`src/rtl/desc_word_packer.sv`:
```
// rtl/desc_word_packer.sv - packs a byte-per-beat 16x16 descriptor into 32-bit words for the NCC load path
// Issue is paced by a gap counter so consecutive strobes never outrun the NCC load FSM.
module desc_word_packer #(
  parameter int PIX_W          = 8,
  parameter int WORDS_PER_DESC = 64,
  parameter int ISSUE_GAP      = 2
) (
  input  logic               clk,
  input  logic               rst,
  input  logic               desc_start,
  input  logic               pix_valid,
  input  logic [PIX_W-1:0]   pix_in,
  output logic               pix_ready,
  output logic               desc_data_ready,
  output logic [4*PIX_W-1:0] desc_data_out,
  output logic               desc_busy,
  output logic               desc_done
);

  localparam int WORD_W    = 4 * PIX_W;
  localparam int PIX_TOTAL = 4 * WORDS_PER_DESC;
  localparam int PCNT_W    = $clog2(PIX_TOTAL + 1);
  localparam int WCNT_W    = $clog2(WORDS_PER_DESC + 1);

  localparam logic [3:0]        GAP_LOAD  = 4'(ISSUE_GAP - 1);
  localparam logic [PCNT_W-1:0] PIX_LIMIT = PCNT_W'(PIX_TOTAL);
  localparam logic [WCNT_W-1:0] WORD_LAST = WCNT_W'(WORDS_PER_DESC - 1);

  typedef enum logic [1:0] {
    S_IDLE = 2'd0,
    S_LOAD = 2'd1,
    S_DONE = 2'd2
  } state_e;

  state_e              state_q, state_d;
  logic [1:0]          lane_q, lane_d;
  logic [PCNT_W-1:0]   pix_cnt_q, pix_cnt_d;
  logic [WCNT_W-1:0]   word_cnt_q, word_cnt_d;
  logic [3:0]          gap_q, gap_d;
  logic [WORD_W-1:0]   asm_q, asm_d;
  logic                asm_full_q, asm_full_d;
  logic [WORD_W-1:0]   slot_q, slot_d;
  logic                slot_full_q, slot_full_d;
  logic                data_ready_q, data_ready_d;
  logic [WORD_W-1:0]   data_out_q, data_out_d;
  logic                busy_q, busy_d;
  logic                done_q, done_d;

  logic                xfer;
  logic                issue;
  logic                issue_next;
  logic [WORD_W-1:0]   word_complete;

  assign pix_ready       = (state_q == S_LOAD) && !asm_full_q && (pix_cnt_q < PIX_LIMIT);
  assign xfer            = pix_valid && pix_ready;
  assign issue           = data_ready_q;
  assign word_complete   = {asm_q[WORD_W-1:PIX_W], pix_in};

  assign desc_data_ready = data_ready_q;
  assign desc_data_out   = data_out_q;
  assign desc_busy       = busy_q;
  assign desc_done       = done_q;

  always_comb begin
    state_d     = state_q;
    lane_d      = lane_q;
    pix_cnt_d   = pix_cnt_q;
    word_cnt_d  = word_cnt_q;
    gap_d       = gap_q;
    asm_d       = asm_q;
    asm_full_d  = asm_full_q;
    slot_d      = slot_q;
    slot_full_d = slot_full_q;

    if (issue) begin
      slot_full_d = 1'b0;
      gap_d       = GAP_LOAD;
      word_cnt_d  = word_cnt_q + 1'b1;
      if (asm_full_q) begin
        slot_d      = asm_q;
        slot_full_d = 1'b1;
        asm_full_d  = 1'b0;
      end
    end else if (gap_q != 4'd0) begin
      gap_d = gap_q - 4'd1;
    end

    // A completed word bypasses the assembly register when the slot frees this edge.
    if (xfer) begin
      pix_cnt_d = pix_cnt_q + 1'b1;
      lane_d    = lane_q + 2'd1;
      if (lane_q == 2'd3) begin
        if (!slot_full_q || issue) begin
          slot_d      = word_complete;
          slot_full_d = 1'b1;
        end else begin
          asm_d      = word_complete;
          asm_full_d = 1'b1;
        end
      end else begin
        asm_d[(3 - int'(lane_q)) * PIX_W +: PIX_W] = pix_in;
      end
    end

    case (state_q)
      S_IDLE:  state_d = S_IDLE;
      S_LOAD:  if (issue && (word_cnt_q == WORD_LAST)) state_d = S_DONE;
      S_DONE:  state_d = S_IDLE;
      default: state_d = S_IDLE;
    endcase

    // A start in any state restarts cleanly, discarding whatever was in flight.
    if (desc_start) begin
      state_d     = S_LOAD;
      lane_d      = 2'd0;
      pix_cnt_d   = '0;
      word_cnt_d  = '0;
      gap_d       = 4'd0;
      asm_full_d  = 1'b0;
      slot_full_d = 1'b0;
    end
  end

  always_comb begin
    issue_next   = (state_d == S_LOAD) && slot_full_d && (gap_d == 4'd0);
    data_ready_d = issue_next;
    data_out_d   = issue_next ? slot_d : data_out_q;
    busy_d       = (state_d == S_LOAD);
    done_d       = (state_d == S_DONE);
  end

  always_ff @(posedge clk or negedge rst) begin
    if (!rst) begin
      state_q      <= S_IDLE;
      lane_q       <= 2'd0;
      pix_cnt_q    <= '0;
      word_cnt_q   <= '0;
      gap_q        <= 4'd0;
      asm_q        <= '0;
      asm_full_q   <= 1'b0;
      slot_q       <= '0;
      slot_full_q  <= 1'b0;
      data_ready_q <= 1'b0;
      data_out_q   <= '0;
      busy_q       <= 1'b0;
      done_q       <= 1'b0;
    end else begin
      state_q      <= state_d;
      lane_q       <= lane_d;
      pix_cnt_q    <= pix_cnt_d;
      word_cnt_q   <= word_cnt_d;
      gap_q        <= gap_d;
      asm_q        <= asm_d;
      asm_full_q   <= asm_full_d;
      slot_q       <= slot_d;
      slot_full_q  <= slot_full_d;
      data_ready_q <= data_ready_d;
      data_out_q   <= data_out_d;
      busy_q       <= busy_d;
      done_q       <= done_d;
    end
  end

endmodule

```
`config.mk`:
```
export PLATFORM = sky130hd
export DESIGN_NAME = desc_word_packer
export DESIGN_NICKNAME = d
export VERILOG_FILES = /design/src/rtl/desc_word_packer.sv
export SDC_FILE = /design/constraint.sdc
export NUM_CORES = 1
export LEC_CHECK = 0
export ABC_AREA = 0
export CAP_MARGIN = 15
export CORE_MARGIN = 4
export CORE_UTILIZATION = 30
export CTS_BUF_LIST = sky130_fd_sc_hd__clkbuf_16
export DETAILED_ROUTE_END_ITERATION = 16
export HOLD_SLACK_MARGIN = 0.15
export PLACE_DENSITY = 0.47
export REMOVE_ABC_BUFFERS = 1
export SKIP_CTS_REPAIR_TIMING = 1
export SLEW_MARGIN = 20
export SYNTH_ARGS = -nofsm -noshare
export SYNTH_HDL_FRONTEND = slang
export SYNTH_SLANG_ARGS = --single-unit
```
`constraint.sdc`:
```
create_clock -name clk -period 4.6 [get_ports clk]
set_clock_uncertainty 0.1 [all_clocks]
set_input_delay 0.46 -clock clk [delete_from_list [all_inputs] [get_ports clk]]
set_output_delay 0.46 -clock clk [all_outputs]
set_load 0.01 [all_outputs]
```
# --- After elaboration in Yosys (flattened, before gate mapping) ---
# Index checks and enable logic that the tools add are counted.
totals:
  reg_bits: 125
  elab_cells: 76
  inputBits: 12
  output_inout_bits: 36
classes:
  addsub: 6
  n_reduce_logical: 15
  n_shift: 2
  n_lt_le_gt_ge: 1
  muxes: 31
  n_eq_ne: 6
  bitwise_logic: 1
ops:
  columns: ["cell", "count"]
  rows:
  - ["$mux 32", 6]
  - ["$neg 6->33", 1]
  - ["$shift 8x33->32 const A", 1]
  - ["$shiftx 8x33->32", 1]
  - ["$bwmux 32", 1]
  - ["$mux 9", 2]
  - ["$mux 7", 2]
  - ["$mux 4", 3]
  - ["$mux 1", 11]
  - ["$mux 2", 5]
  - ["$add 9x1->9 const B", 1]
  - ["$lt 9x9->1 const B", 1]
  - ["$mux 8", 1]
  - ["$add 7x1->7 const B", 1]
  - ["$eq 7x6->1 const B", 1]
  - ["$logic_and 1x1->1", 6]
  - ["$eq 2x1->1 const B", 2]
  - ["$eq 2x2->1 const B", 2]
  - ["$logic_not 4->1", 1]
  - ["$reduce_and 2->1", 2]
  - ["$reduce_bool 2->1", 2]
  - ["$reduce_bool 4->1", 1]
  - ["$sub 4x1->4 const B", 1]
  - ["$sub 2x2->3 const A", 1]
  - ["5 further kinds", 6]

# --- Depth between registers and ports, before layout ---
logic_depth:
  ltp_word: 8
  depth_mapped: 7
  depth_no_buf: 6

# --- Worst setup path before layout ---
# Ideal clock, no wire load.
synth_timing:
  path_type: "register to register"
  from: "register gap_q[0]"
  to: "register data_out_q[11] (netlist: desc_data_out[11])"
  setup_ns: 0.125
  n_path_buf: 1
  required_time_ns: 4.375
  stages_incl_launch_ff: 8
  t_arrival_ns: 2.181
  path_slack_ns: 2.194
  synth_period_minus_slack_ns: 2.406
  path_cell_list: "dfrtp_1 > inv_1 > ha_1 > nor3b_1 > a221oi_1 > nor4_4 > buf_6 > mux2_2"
synth_between:
  elab_chain_cells: 6
  word_cells_on_any_way: 7
  classes_between: "add/sub: 1; mux: 3; reduce/logical: 3"
synth_lines:
  columns: ["element", "line", "text"]
  rows:
  - ["from (decl)", "39", "logic [3:0] gap_q, gap_d;"]
  - ["from (signal assigned)", "152", "gap_q <= gap_d;"]
  - ["$sub 4x1->4 or $reduce_bool 4->1 (tied branches)", "85, 84", null]
  - ["$mux 4 *", "84", "end else if (gap_q != 4'd0) begin"]
  - ["$mux 4 *", "75", "if (issue) begin"]
  - ["$mux 4 *", "113", "if (desc_start) begin"]
  - ["$logic_not 4->1 *", "125", "issue_next = (state_d == S_LOAD) && slot_full_d && (gap_d == 4'd0);"]
  - ["$logic_and 1x1->1 *", "125", null]
  - ["to (signal assigned)", "158", "data_out_q <= data_out_d;"]
  - ["to (decl)", "45", "logic [WORD_W-1:0] data_out_q, data_out_d;"]
# Every way passes the cells marked *; elsewhere a longest branch is shown, timed or not.
# A chain may end at the register's enable or synchronous reset.

# --- Final worst setup path ---
layout_timing:
  from: "register state_q[1]"
  to: "register data_out_q[11] (netlist: desc_data_out[11])"
layout_between:
  elab_chain_cells: 8
  word_cells_on_any_way: 13
  classes_between: "eq/ne: 2; mux: 6; reduce/logical: 5"
layout_lines:
  columns: ["element", "line", "text"]
  rows:
  - ["from (decl)", "35", "state_e state_q, state_d;"]
  - ["from (signal assigned)", "148", "state_q <= state_d;"]
  - ["$eq 2x1->1", "54, 105", null]
  - ["$logic_and 1x1->1 (2 in series)", "54", "assign pix_ready = (state_q == S_LOAD) && !asm_full_q && (pix_cnt_q < PIX_LIMIT);"]
  - ["$logic_and 1x1->1", "55", "assign xfer = pix_valid && pix_ready;"]
  - ["$mux 1", "89", "if (xfer) begin"]
  - ["$mux 1", "113", null]
  - ["$logic_and 1x1->1 (2 in series)", "125", null]
# Several ways; a longest one is shown, not always the timed one.

==> impl_metrics.env <==
export IMPL_status="complete, no violations"
export IMPL_power_density_mw_per_mm2=450
export IMPL_final_layout_size_suffix_gt1_share_pct=23.1
export IMPL_p_int_uw=2200
export IMPL_finalHoldViolations=0
export IMPL_synth_edf_count=0
export IMPL_setup_worst_path_end="desc_data_out[11]"
export IMPL_maxSlewHeadroom_pct=33.0
export IMPL_cts_tree="built"
export IMPL_period_needed_ps=2910
export IMPL_cts_buffer_depth=2
export IMPL_port_buffers=47
export IMPL_routed_wirelength_mm=10.6
export IMPL_pwr_share_clk_pct=43.5
export IMPL_die_h_um=140
export IMPL_fillCellCount=1645
export IMPL_setup_viol=0
export IMPL_path_clk_slew_ps=50
export IMPL_synth_seq_cells=125
export IMPL_grt_setup_unrepaired="false"
export IMPL_syn_inst=410
export IMPL_grt_pass1_wl_mm=18.2
export IMPL_seq_area_frac_synth_pct=59.7
export IMPL_slew_violations=0
export IMPL_n_antenna_cell=0
export IMPL_rows=48
export IMPL_start_util_pct=30.4
export IMPL_antenna_found_initial=0
export IMPL_cpPeakStageDelay_ps=780
export IMPL_ir_drop_mv=0.275
export IMPL_syn_area_per_cell_um2=12.8
export IMPL_overflow=0
export IMPL_dp_hpwl_mm=6.82
export IMPL_htreeDepth=4
export IMPL_maxCapViolations=0
export IMPL_arrival_ps=3100
export IMPL_cts_root_buf="clkbuf_16"
export IMPL_io_pins=48
export IMPL_fin_setup_tns_ps=0
export IMPL_end_kind="flip-flop"
export IMPL_cts_sinks=125
export IMPL_insertion_delay_ps=410
export IMPL_final_common_cell="dfrtp_1"
export IMPL_vias=3261
export IMPL_yosys_warnings=0
export IMPL_die_area_mm2=0.0196
export IMPL_area_growth_pct=24.5
export IMPL_dr_pass1_iters=4
export IMPL_cts_buffers=17
export IMPL_ant_nets=0
export IMPL_seq_power_share_pct=43.6
export IMPL_path_class="flip-flop to flip-flop"
export IMPL_vias_per_cell=4.65
export IMPL_final_util_pct=37.9
export IMPL_synth_main_ff_cell="dfrtp_1"
export IMPL_nNetsFinal=483
export IMPL_final_cell_mix="125 x dfrtp_1, 70 x mux2_2, 47 x nand2_1"
export IMPL_startpoint_type="flip-flop"
export IMPL_drt_iter0_drc=153
export IMPL_combPwrFrac_pct=12.9
export IMPL_swShare_pct=25.2
export IMPL_globalplace_congestion=0.737
export IMPL_r2r_end="desc_data_out[11]"
export IMPL_cp_max_fo=33
export IMPL_p_leak_uw=0.00303
export IMPL_synth_async_sr_flop_share_pct=100
export IMPL_hp_class="flip-flop to flip-flop"
export IMPL_switching_power_uw=740
export IMPL_reg2regPathDepth=5
export IMPL_post_route_drc_count=0
export IMPL_wl_per_cell_um=15.1
export IMPL_worst_slew_pin_slew_ps=1000
export IMPL_reg2reg_slack_ps=1690
export IMPL_crit_required_ps=4790
export IMPL_synth_cell_type_count=41
export IMPL_cp_slowest_cell="nor4b_4"
export IMPL_fmax_ghz=0.344
export IMPL_crit_start="state_q[1]"
export IMPL_grt_pass1_vias=3487
export IMPL_syn_area_mm2=0.00524
export IMPL_period_share_pct=63.3
export IMPL_worstReg2RegStart="state_q[1]"
export IMPL_path_cells="nor4b_4, a311oi_1, nor4_4, buf_4, mux2_2"
export IMPL_fp_coreArea_mm2=0.0172
export IMPL_grt_max_degree=70
export IMPL_grt_usage_pct=11.8
export IMPL_die_w_um=140
-- how the worst min path moves through the flow --
stage	start	end	slack, ps	cells after the start
finish	asm_q[21]	asm_q[21]	380	2
global route	slot_q[21]	slot_q[21]	400	1
CTS	rst	desc_done	30	1
detailed placement	asm_q[17]	asm_q[17]	370	2
global placement	asm_q[17]	asm_q[17]	360	2
floorplan	rst	asm_full_q	60	0
-- sequential cells by signal, summed over array words and instances (netlist names) --
register / count
desc_done: 1
asm_full_q: 1
gap_q: 4
slot_full_q: 1
word_cnt_q: 7
state_q: 2
lane_q: 2
desc_busy: 1
desc_data_ready: 1
pix_cnt_q: 9
desc_data_out: 32
slot_q: 32
asm_q: 32
-- layer usage --
layer	share of wire [%]	GRT usage [%]	vias to the layer above
li1	-	-	1532
met1	49	15.6	1660
met2	47	18.4	58
met3	3.2	3.72	11
met4	1.2	4.28	0
met5	0	0	-
-- through the flow --
| step | total power (uW) | cell area [um^2] | setup slack [ps] | hold WS [ps] | std cells |
|---|---|---|---|---|---|
| 2_1_floorplan | 1540 | 5150 | 1400 | 64.4 | 393 |
| 3_3_place_gp | 1680 | 5940 | 1680 | 362 | 669 |
| 3_5_place_dp | 1690 | 5940 | 1630 | 373 | 669 |
| 4_1_cts | 2990 | 6520 | 1670 | 29.3 | 701 |
| 5_1_grt | 3100 | 6530 | 1520 | 403 | 702 |
| 6_report | 2940 | 6530 | 1690 | 379 | 702 |
-- synthesized netlist by cell type (6+ instances only) --
master / instances / area share, %
nand2_1: 47 / 3.4
mux2_2: 70 / 15
inv_1: 14 / 1.0
dfrtp_1: 125 / 60
xor2_1: 9 / 1.5
nand4_1: 7 / 0.84
nor2_1: 16 / 1.1
mux2_1: 8 / 1.7
o21ai_0: 19 / 1.8
nand3_1: 6 / 0.57
clkbuf_1: 10 / 0.72
mux2i_1: 11 / 2.1
ha_1: 7 / 1.7
a21oi_1: 8 / 0.76
-- critical path, delay by kind of cell, from the launching register on --
kind,cells,cell delay (ps)
AO/OA/AOI/OAI,1,300
buffers and inverters,1,480
flip-flops,1,410
multiplexers,1,390
AND/OR/NAND/NOR,2,1100
-- cells by family after synthesis --
logic type | synth area share (%)
multiplexers | 18.9
adder cells (fa/ha/maj) | 1.67
XOR/XNOR | 2.01
flip-flops | 59.7
AND/OR/NAND/NOR | 10.9
AO/OA/AOI/OAI | 4.15
buffers and inverters | 2.72
-- power by group through the flow --
stage	clock network [uW]	logic [uW]	registers (uW)
finish	1280	380	1280
global route	1370	429	1300
CTS	1320	387	1280
detailed placement	0	386	1300
global placement	0	378	1300
floorplan	0	253	1290
-- final cells by class --
type	count	area, um^2	area share, %
clock buffer	17	425	6.52
clock inverter	15	149	2.28
sequential	125	3130	47.9
timing repair buffer	52	520	7.98
inverter	14	52.6	0.805
tap	225	282	4.31
multi-input combinational	254	1970	30.2
Note: power is estimated with default switching activity, not from simulation.
